==> src/rtl/instr_issue_unit.sv <==
// Program store plus PC sequencer: issues one registered instruction per clock and inserts a
// one-cycle NOP bubble on a load-use hazard. A start takes effect on the next edge; `hold` freezes everything except the store.
module instr_issue_unit #(
    parameter int          AW      = 5,
    parameter logic [5:0]  HALT_OP = 6'b111111
) (
    input  logic           clk,
    input  logic           rst,
    input  logic           prog_we,
    input  logic [AW-1:0]  prog_addr,
    input  logic [31:0]    prog_data,
    input  logic           start,
    input  logic           hold,
    output logic [31:0]    Instr,
    output logic           instr_valid,
    output logic [AW-1:0]  pc,
    output logic           busy,
    output logic           done
);

    localparam logic [5:0] OP_NONE = 6'b000000;
    localparam logic [5:0] OP_ADD  = 6'b000001;
    localparam logic [5:0] OP_SUB  = 6'b000010;
    localparam logic [5:0] OP_AND  = 6'b000101;
    localparam logic [5:0] OP_OR   = 6'b000110;
    localparam logic [5:0] OP_XOR  = 6'b000111;
    localparam logic [5:0] OP_LW   = 6'b100010;
    localparam logic [5:0] OP_SW   = 6'b100100;

    localparam logic [AW-1:0] ADDR_FIRST = '0;
    localparam logic [AW-1:0] ADDR_LAST  = {AW{1'b1}};
    localparam logic [AW-1:0] ADDR_ONE   = {{(AW-1){1'b0}}, 1'b1};

    typedef enum logic [1:0] {
        IDLE   = 2'd0,
        RUN    = 2'd1,
        BUBBLE = 2'd2,
        DONE   = 2'd3
    } state_t;

    state_t        state;
    logic [31:0]   mem [2**AW];
    logic [AW-1:0] pc_inc;
    logic [31:0]   next_word;
    logic [31:0]   first_word;
    logic          store_open;
    logic          next_uses_a;
    logic          next_uses_b;
    logic          hazard;

    function automatic logic reads_field_b(input logic [5:0] op);
        case (op)
            OP_ADD, OP_SUB, OP_AND, OP_OR, OP_XOR, OP_SW: reads_field_b = 1'b1;
            default:                                      reads_field_b = 1'b0;
        endcase
    endfunction

    // pc_inc is never used when pc is the last address, so its wrap is harmless.
    assign pc_inc     = pc + ADDR_ONE;
    assign next_word  = mem[pc_inc];
    assign first_word = mem[ADDR_FIRST];
    assign store_open = (state == IDLE) || (state == DONE);

    assign next_uses_a = (next_word[31:26] != OP_NONE);
    assign next_uses_b = reads_field_b(next_word[31:26]);

    // Load-use: the LW on Instr writes field B, which the following instruction reads.
    assign hazard = (Instr[31:26] == OP_LW) && (Instr[20:16] != 5'd0) &&
                    ((next_uses_a && (next_word[25:21] == Instr[20:16])) ||
                     (next_uses_b && (next_word[20:16] == Instr[20:16])));

    // Not reset: a restart after rst must rerun the loaded program.
    always_ff @(posedge clk) begin
        if (prog_we && store_open) begin
            mem[prog_addr] <= prog_data;
        end
    end

    always_ff @(posedge clk or posedge rst) begin
        if (rst) begin
            state       <= IDLE;
            Instr       <= 32'h0;
            instr_valid <= 1'b0;
            pc          <= '0;
        end else if (!hold) begin
            case (state)
                IDLE, DONE: begin
                    if (start) begin
                        if (first_word[31:26] == HALT_OP) begin
                            state       <= DONE;
                            Instr       <= 32'h0;
                            instr_valid <= 1'b0;
                        end else begin
                            state       <= RUN;
                            Instr       <= first_word;
                            instr_valid <= 1'b1;
                            pc          <= ADDR_FIRST;
                        end
                    end
                end
                RUN: begin
                    if ((pc == ADDR_LAST) || (next_word[31:26] == HALT_OP)) begin
                        state       <= DONE;
                        Instr       <= 32'h0;
                        instr_valid <= 1'b0;
                    end else if (hazard) begin
                        state       <= BUBBLE;
                        Instr       <= 32'h0;
                        instr_valid <= 1'b0;
                    end else begin
                        Instr       <= next_word;
                        instr_valid <= 1'b1;
                        pc          <= pc_inc;
                    end
                end
                BUBBLE: begin
                    state       <= RUN;
                    Instr       <= next_word;
                    instr_valid <= 1'b1;
                    pc          <= pc_inc;
                end
                default: begin
                    state       <= IDLE;
                    Instr       <= 32'h0;
                    instr_valid <= 1'b0;
                end
            endcase
        end
    end

    assign busy = (state == RUN) || (state == BUBBLE);
    assign done = (state == DONE);

endmodule

==> config.mk <==
export PLATFORM = sky130hd
export DESIGN_NAME = instr_issue_unit
export DESIGN_NICKNAME = d
export VERILOG_FILES = /design/src/rtl/instr_issue_unit.sv
export SDC_FILE = /design/constraint.sdc
export NUM_CORES = 1
export LEC_CHECK = 0
export CORE_MARGIN = 4
export CORE_UTILIZATION = 68
export DETAILED_ROUTE_END_ITERATION = 10
export DONT_BUFFER_PORTS = 1
export GPL_ROUTABILITY_DRIVEN = 0
export PLACE_DENSITY = 0.8
export SKIP_CTS_REPAIR_TIMING = 1
export SLEW_MARGIN = 15
export SYNTH_ARGS = -nofsm -noshare
export SYNTH_HDL_FRONTEND = slang
export SYNTH_SLANG_ARGS = --single-unit
==> constraint.sdc <==
create_clock -name clk -period 7.85 [get_ports clk]
set_clock_uncertainty 0.1 [all_clocks]
set_input_delay 2.355 -clock clk [delete_from_list [all_inputs] [get_ports clk]]
set_output_delay 2.355 -clock clk [all_outputs]
set_load 0.01 [all_outputs]
# --- Yosys cells after proc, flatten, opt, wreduce, memory -nomap -nowiden ---
# Memories as Yosys holds them, arrays and structs flattened.
# Cells that the tools add are included.
classes:
  n_reduce_logical: 17
  n_eq_ne: 20
  bitwise_logic: 1
  addsub: 1
  n_mux: 23
ops:
  columns: ["cell", "count"]
  rows:
  - ["$mux 32", 4]
  - ["$pmux 32 s3", 1]
  - ["$eq 6x6->1 const B", 4]
  - ["$mux 5", 4]
  - ["$eq 6x3->1 const B", 3]
  - ["$pmux 5 s3", 1]
  - ["$eq 5x5->1", 2]
  - ["$mux 2", 4]
  - ["$ne 2x2->1 const B", 4]
  - ["$mux 1", 7]
  - ["$eq 6x1->1 const B", 1]
  - ["$eq 6x2->1 const B", 1]
  - ["$pmux 2 s3", 1]
  - ["$reduce_bool 6->1", 1]
  - ["$reduce_or 6->1", 1]
  - ["$add 5x1->5 const B", 1]
  - ["$eq 5x5->1 const B", 1]
  - ["$logic_and 1x1->1", 5]
  - ["$reduce_and 5->1", 1]
  - ["$reduce_bool 5->1", 1]
  - ["$eq 2x2->1 const B", 2]
  - ["$logic_or 1x1->1", 4]
  - ["$ne 3x3->1 const B", 1]
  - ["$pmux 1 s3", 1]
  - ["other kinds (6)", 6]
word_totals:
  n_memories: 1
  inputBits: 42
  ff_bits: 40
  ram_bits: 1024
mem_list:
  columns: ["name", "depth", "width", "read_ports", "rd_clocked_by_memory_dff", "write_ports", "line_no", "source"]
  rows:
  - ["mem", 32, 32, 2, 0, 1, "42", "logic [31:0] mem [2**AW];"]

# --- Depth between registers and ports, before layout ---
# An unclocked memory read counts as a cell.
logic_depth:
  depth_word: 11
  depth_mapped: 16
  ltp_nobuf: 12

# --- Worst setup path before layout ---
# No wires, ideal clock.
synth_timing:
  path_type: "input-to-reg"
  startpoint: "input port prog_we"
  endpoint: "memory mem[12][0], enable pin"
  required_ps: 7329
  slack_ps: 3045
  arrival_time_ps: 4284
  stages: 4
  setup_time_ps: 421
  n_path_buf: 1
  cell_sequence: "nand2_1 -> or3_1 -> clkbuf_1 -> nor2_1"
synth_via:
  elab_chain_len: 3
synth_rtl:
  columns: ["element", "line_no", "source"]
  rows:
  - ["start, declared", "9", "input logic prog_we,"]
  - ["$logic_and 1x1->1", "74", "if (prog_we && store_open) begin"]
  - ["$mux 1", "74", null]
  - ["$mux 1 (not written as such)", "75", "mem[prog_addr] <= prog_data;"]
  - ["end, declared", "42", null]
# No other way between the ends.

# --- Worst setup path after layout ---
layout_timing:
  startpoint: "register pc[0]"
  endpoint: "register Instr[19]"
layout_via:
  elab_chain_len: 11
  elab_cells_between_ends: 23
  cone_classes: "add/sub (1); eq/ne (10); mux (4); reduce/logical (7); memory (1)"
layout_rtl:
  columns: ["element", "line_no", "source"]
  rows:
  - ["start, declared", "16", "output logic [AW-1:0] pc,"]
  - ["start signal, assigned", "113", "pc <= pc_inc;"]
  - ["start signal, assigned", "120", "pc <= pc_inc;"]
  - ["$add 5x1->5", "59", "assign pc_inc = pc + ADDR_ONE;"]
  - ["$mem_v2 32x32", null, null]
  - ["$eq 6x1->1, or another cell as far along", "52", "case (op)"]
  - ["$reduce_or 6->1", "52", null]
  - ["$mux 1", "52", null]
  - ["$logic_and 1x1->1", "70", "(next_uses_b && (next_word[20:16] == Instr[20:16])));"]
  - ["$logic_or 1x1->1", "69", "((next_uses_a && (next_word[25:21] == Instr[20:16])) ||"]
  - ["$logic_and 1x1->1", "68", "assign hazard = (Instr[31:26] == OP_LW) && (Instr[20:16] != 5'd0) &&"]
  - ["$mux 32", "106", "end else if (hazard) begin"]
  - ["$mux 32", "102", "if ((pc == ADDR_LAST) || (next_word[31:26] == HALT_OP)) begin"]
  - ["$pmux 32 s3 (*)", "86", "case (state)"]
  - ["end signal, assigned", "95", "Instr <= first_word;"]
  - ["end signal, assigned", "111", "Instr <= next_word;"]
  - ["end signal, assigned", "118", "Instr <= next_word;"]
  - ["end, declared", "14", "output logic [31:0] Instr,"]
# Every way passes the cells marked *; elsewhere a longest branch is shown, timed or not.
# A chain may end at the register's enable or synchronous reset.

==> impl_metrics.tcl <==
set metrics [dict create \
    wl_met2_mm 51.5 \
    worstSetupPathType "reg -> reg" \
    grt_start_max_net_pins 125 \
    synthFlopType "edfxtp_1" \
    critPathCaptureType "flop" \
    status "complete, no violations" \
    yosys.area.top_type "edfxtp_1" \
    wire_per_inst_um 36.7 \
    final_nets 2120 \
    cts_buffers 100 \
    cts_buffer_depth 3 \
    grt_pass1_wl_mm 156 \
    coreArea_um2 60200 \
    post-route-period-util 0.775 \
    relSlewSlack 0.225 \
    wl_met1_mm 36.2 \
    clock_latency_ns 0.68 \
    final_max_slew_viol_count 0 \
    synthArstFlopShare 0.0376 \
    die_w_um 254 \
    dp_hpwl_mm 52.6 \
    groute.usage.overall 0.343 \
    ctsRootBufferMaster "clkbuf_16" \
    fin_area_um2 45700 \
    wl_met3_mm 15.4 \
    cts.reportedPaths.clkPinSlew_ns 0.07 \
    setup-violations-final 0 \
    netlist_instances 2032 \
    fmax_mhz 164 \
    area.growth.synth_to_final_pct 10.9 \
    row_count 90 \
    htreeDepth 3 \
    num_vias 21800 \
    vdd_drop_max_v 0.000331 \
    start_util 0.685 \
    ys_seq_area_frac 0.770 \
    synth_edf_count 1024 \
    yosysWarnings 0 \
    report.final.hold_viol_count 0 \
    power_w 0.0161 \
    synth_seq_cells 1064 \
    drt_wl_total_mm 108 \
    maxCapViolations 0 \
    min_path_type "reg -> reg" \
    p_per_area_nw_per_um2 352 \
    avgSynthCellArea_um2 20.3 \
    synth_common_cells "edfxtp_1 (1,024), mux4_2 (260), nand2_1 (253)" \
    drt-initial-drc-count 3520 \
    grt_pass1_vias 22500 \
    netlist.area_leader.share 0.746 \
    synth_cell_type_count 49 \
    final.min_clock_period_ns 6.08 \
    viasPerCell 7.42 \
    fillers 3029 \
    top_layer "met5" \
    antenna_found_initial 3 \
    finalSetupTns_ns 0 \
    rrSetupSlack_ns 1.77 \
    power_leakage_nw 14.5 \
    cp.required_ns 8.26 \
    drive_above_1_share 0.238 \
    tightestPinTransition_ns 1.16 \
    die_h_um 254 \
    cp.arrival_ns 6.49 \
    drc 0 \
    cts_tree "yes" \
    dr.pass1.iters 6 \
    synth.area.top_cells "edfxtp_1 (75%), mux4_2 (14%), dfrtp_1 (2.4%)" \
    synth_fp_nets 2079 \
    synth_area_um2 41200 \
    grt_setup_unrepaired "no" \
    antenna_left 0 \
    post_dp_cell_area_um2 42500 \
    grt.overflow.total 0 \
    cp-start-kind "flop" \
    synthMostInstantiatedCell "edfxtp_1" \
    dieArea_um2 64700 \
    ios 82 \
    clkSinkCount 1064 \
    placement.io_buffers 0 \
    crit_fanout 44 \
]
final timing paths:
| kind | start | end | cells past startpoint |
|---|---|---|---|
| max | pc[0] | Instr[19] | 13 |
| min | mem[0][20] | Instr[20] | 2 |
| max reg2reg | pc[0] | Instr[19] | 13 |
| min reg2reg | mem[0][20] | Instr[20] | 2 |
| max in group asynchronous | rst | pc[0] | 1 |
| min in group asynchronous | rst | pc[3] | 1 |
critical path: stages, from the launching register on:
cell and delay, ns:
dfrtp_4 1.01, nand3_1 0.50, xnor2_4 0.98, buf_4 0.43
nand4_1 0.14, nand4_1 0.21, xor2_1 0.25, o311ai_0 0.21
nor4_1 0.66, a21oi_1 0.29, a31oi_4 0.55, buf_8 0.25
buf_8 0.18, o21ai_0 0.12
where the power goes:
group	internal (W)	switching [W]
clock	0.00271	0.00211
sequential	0.00639	0.000286
combinational	0.00198	0.00265
flip-flops by register name, indices dropped and copies added, names as in the netlist:
name         flops
Instr           32
state            2
mem           1024
instr_valid      1
pc               5
per-stage QoR:
stage,hold slack (ns),util,cells,worst slack [ns]
finish,0.431,0.759,2943,1.77
global route,0.460,0.759,2942,1.60
CTS,0.428,0.759,2942,2.00
detailed placement,0.395,0.705,2753,2.23
global placement,0.379,0.705,2751,1.97
floorplan,0.369,-,2032,3.04
cells in the final DEF, fill, tap and decap left out, drive strengths merged, types with 33 or more instances in the layout:
master  count
nor2       45
buf        56
nand2     253
o21ai      33
mux4      260
nand4      73
nand3      35
clkinv     33
clkbuf    139
edfxtp   1024
dfrtp      40
metal layers:
| metal | vias to the layer above | GRT usage |
|---|---|---|
| met4 | 2 | 0.143 |
| li1 | 8425 | - |
| met3 | 337 | 0.101 |
| met2 | 1928 | 0.521 |
| met1 | 11100 | 0.484 |
| met5 | - | 0 |
kinds of logic (layout without fill, tap and decap cells):
kind of cell | Yosys count | after routing | share of synthesized area
and+or+nand+nor | 447 | 447 | 0.0492
AOI/OAI and AO/OA | 110 | 110 | 0.0182
other | 0 | 1 | 0
buffers and inverters | 125 | 253 | 0.0136
adders and majority gates | 5 | 5 | 0.00152
DFF | 1064 | 1064 | 0.770
muxes | 267 | 267 | 0.144
xor gates and xnor gates | 14 | 14 | 0.00343
area by class of cell:
type	instances	area, um^2	share of cell area
timing repair buffer	56	460	0.0101
clock inverter	50	488	0.0107
multi-input combinational	843	9250	0.202
clock buffer	139	2770	0.0605
sequential	1064	31800	0.694
inverter	8	31.3	0.000684
antenna	1	2.50	0.0000547
tap	782	978	0.0214
(Power assumes the default switching activity.)
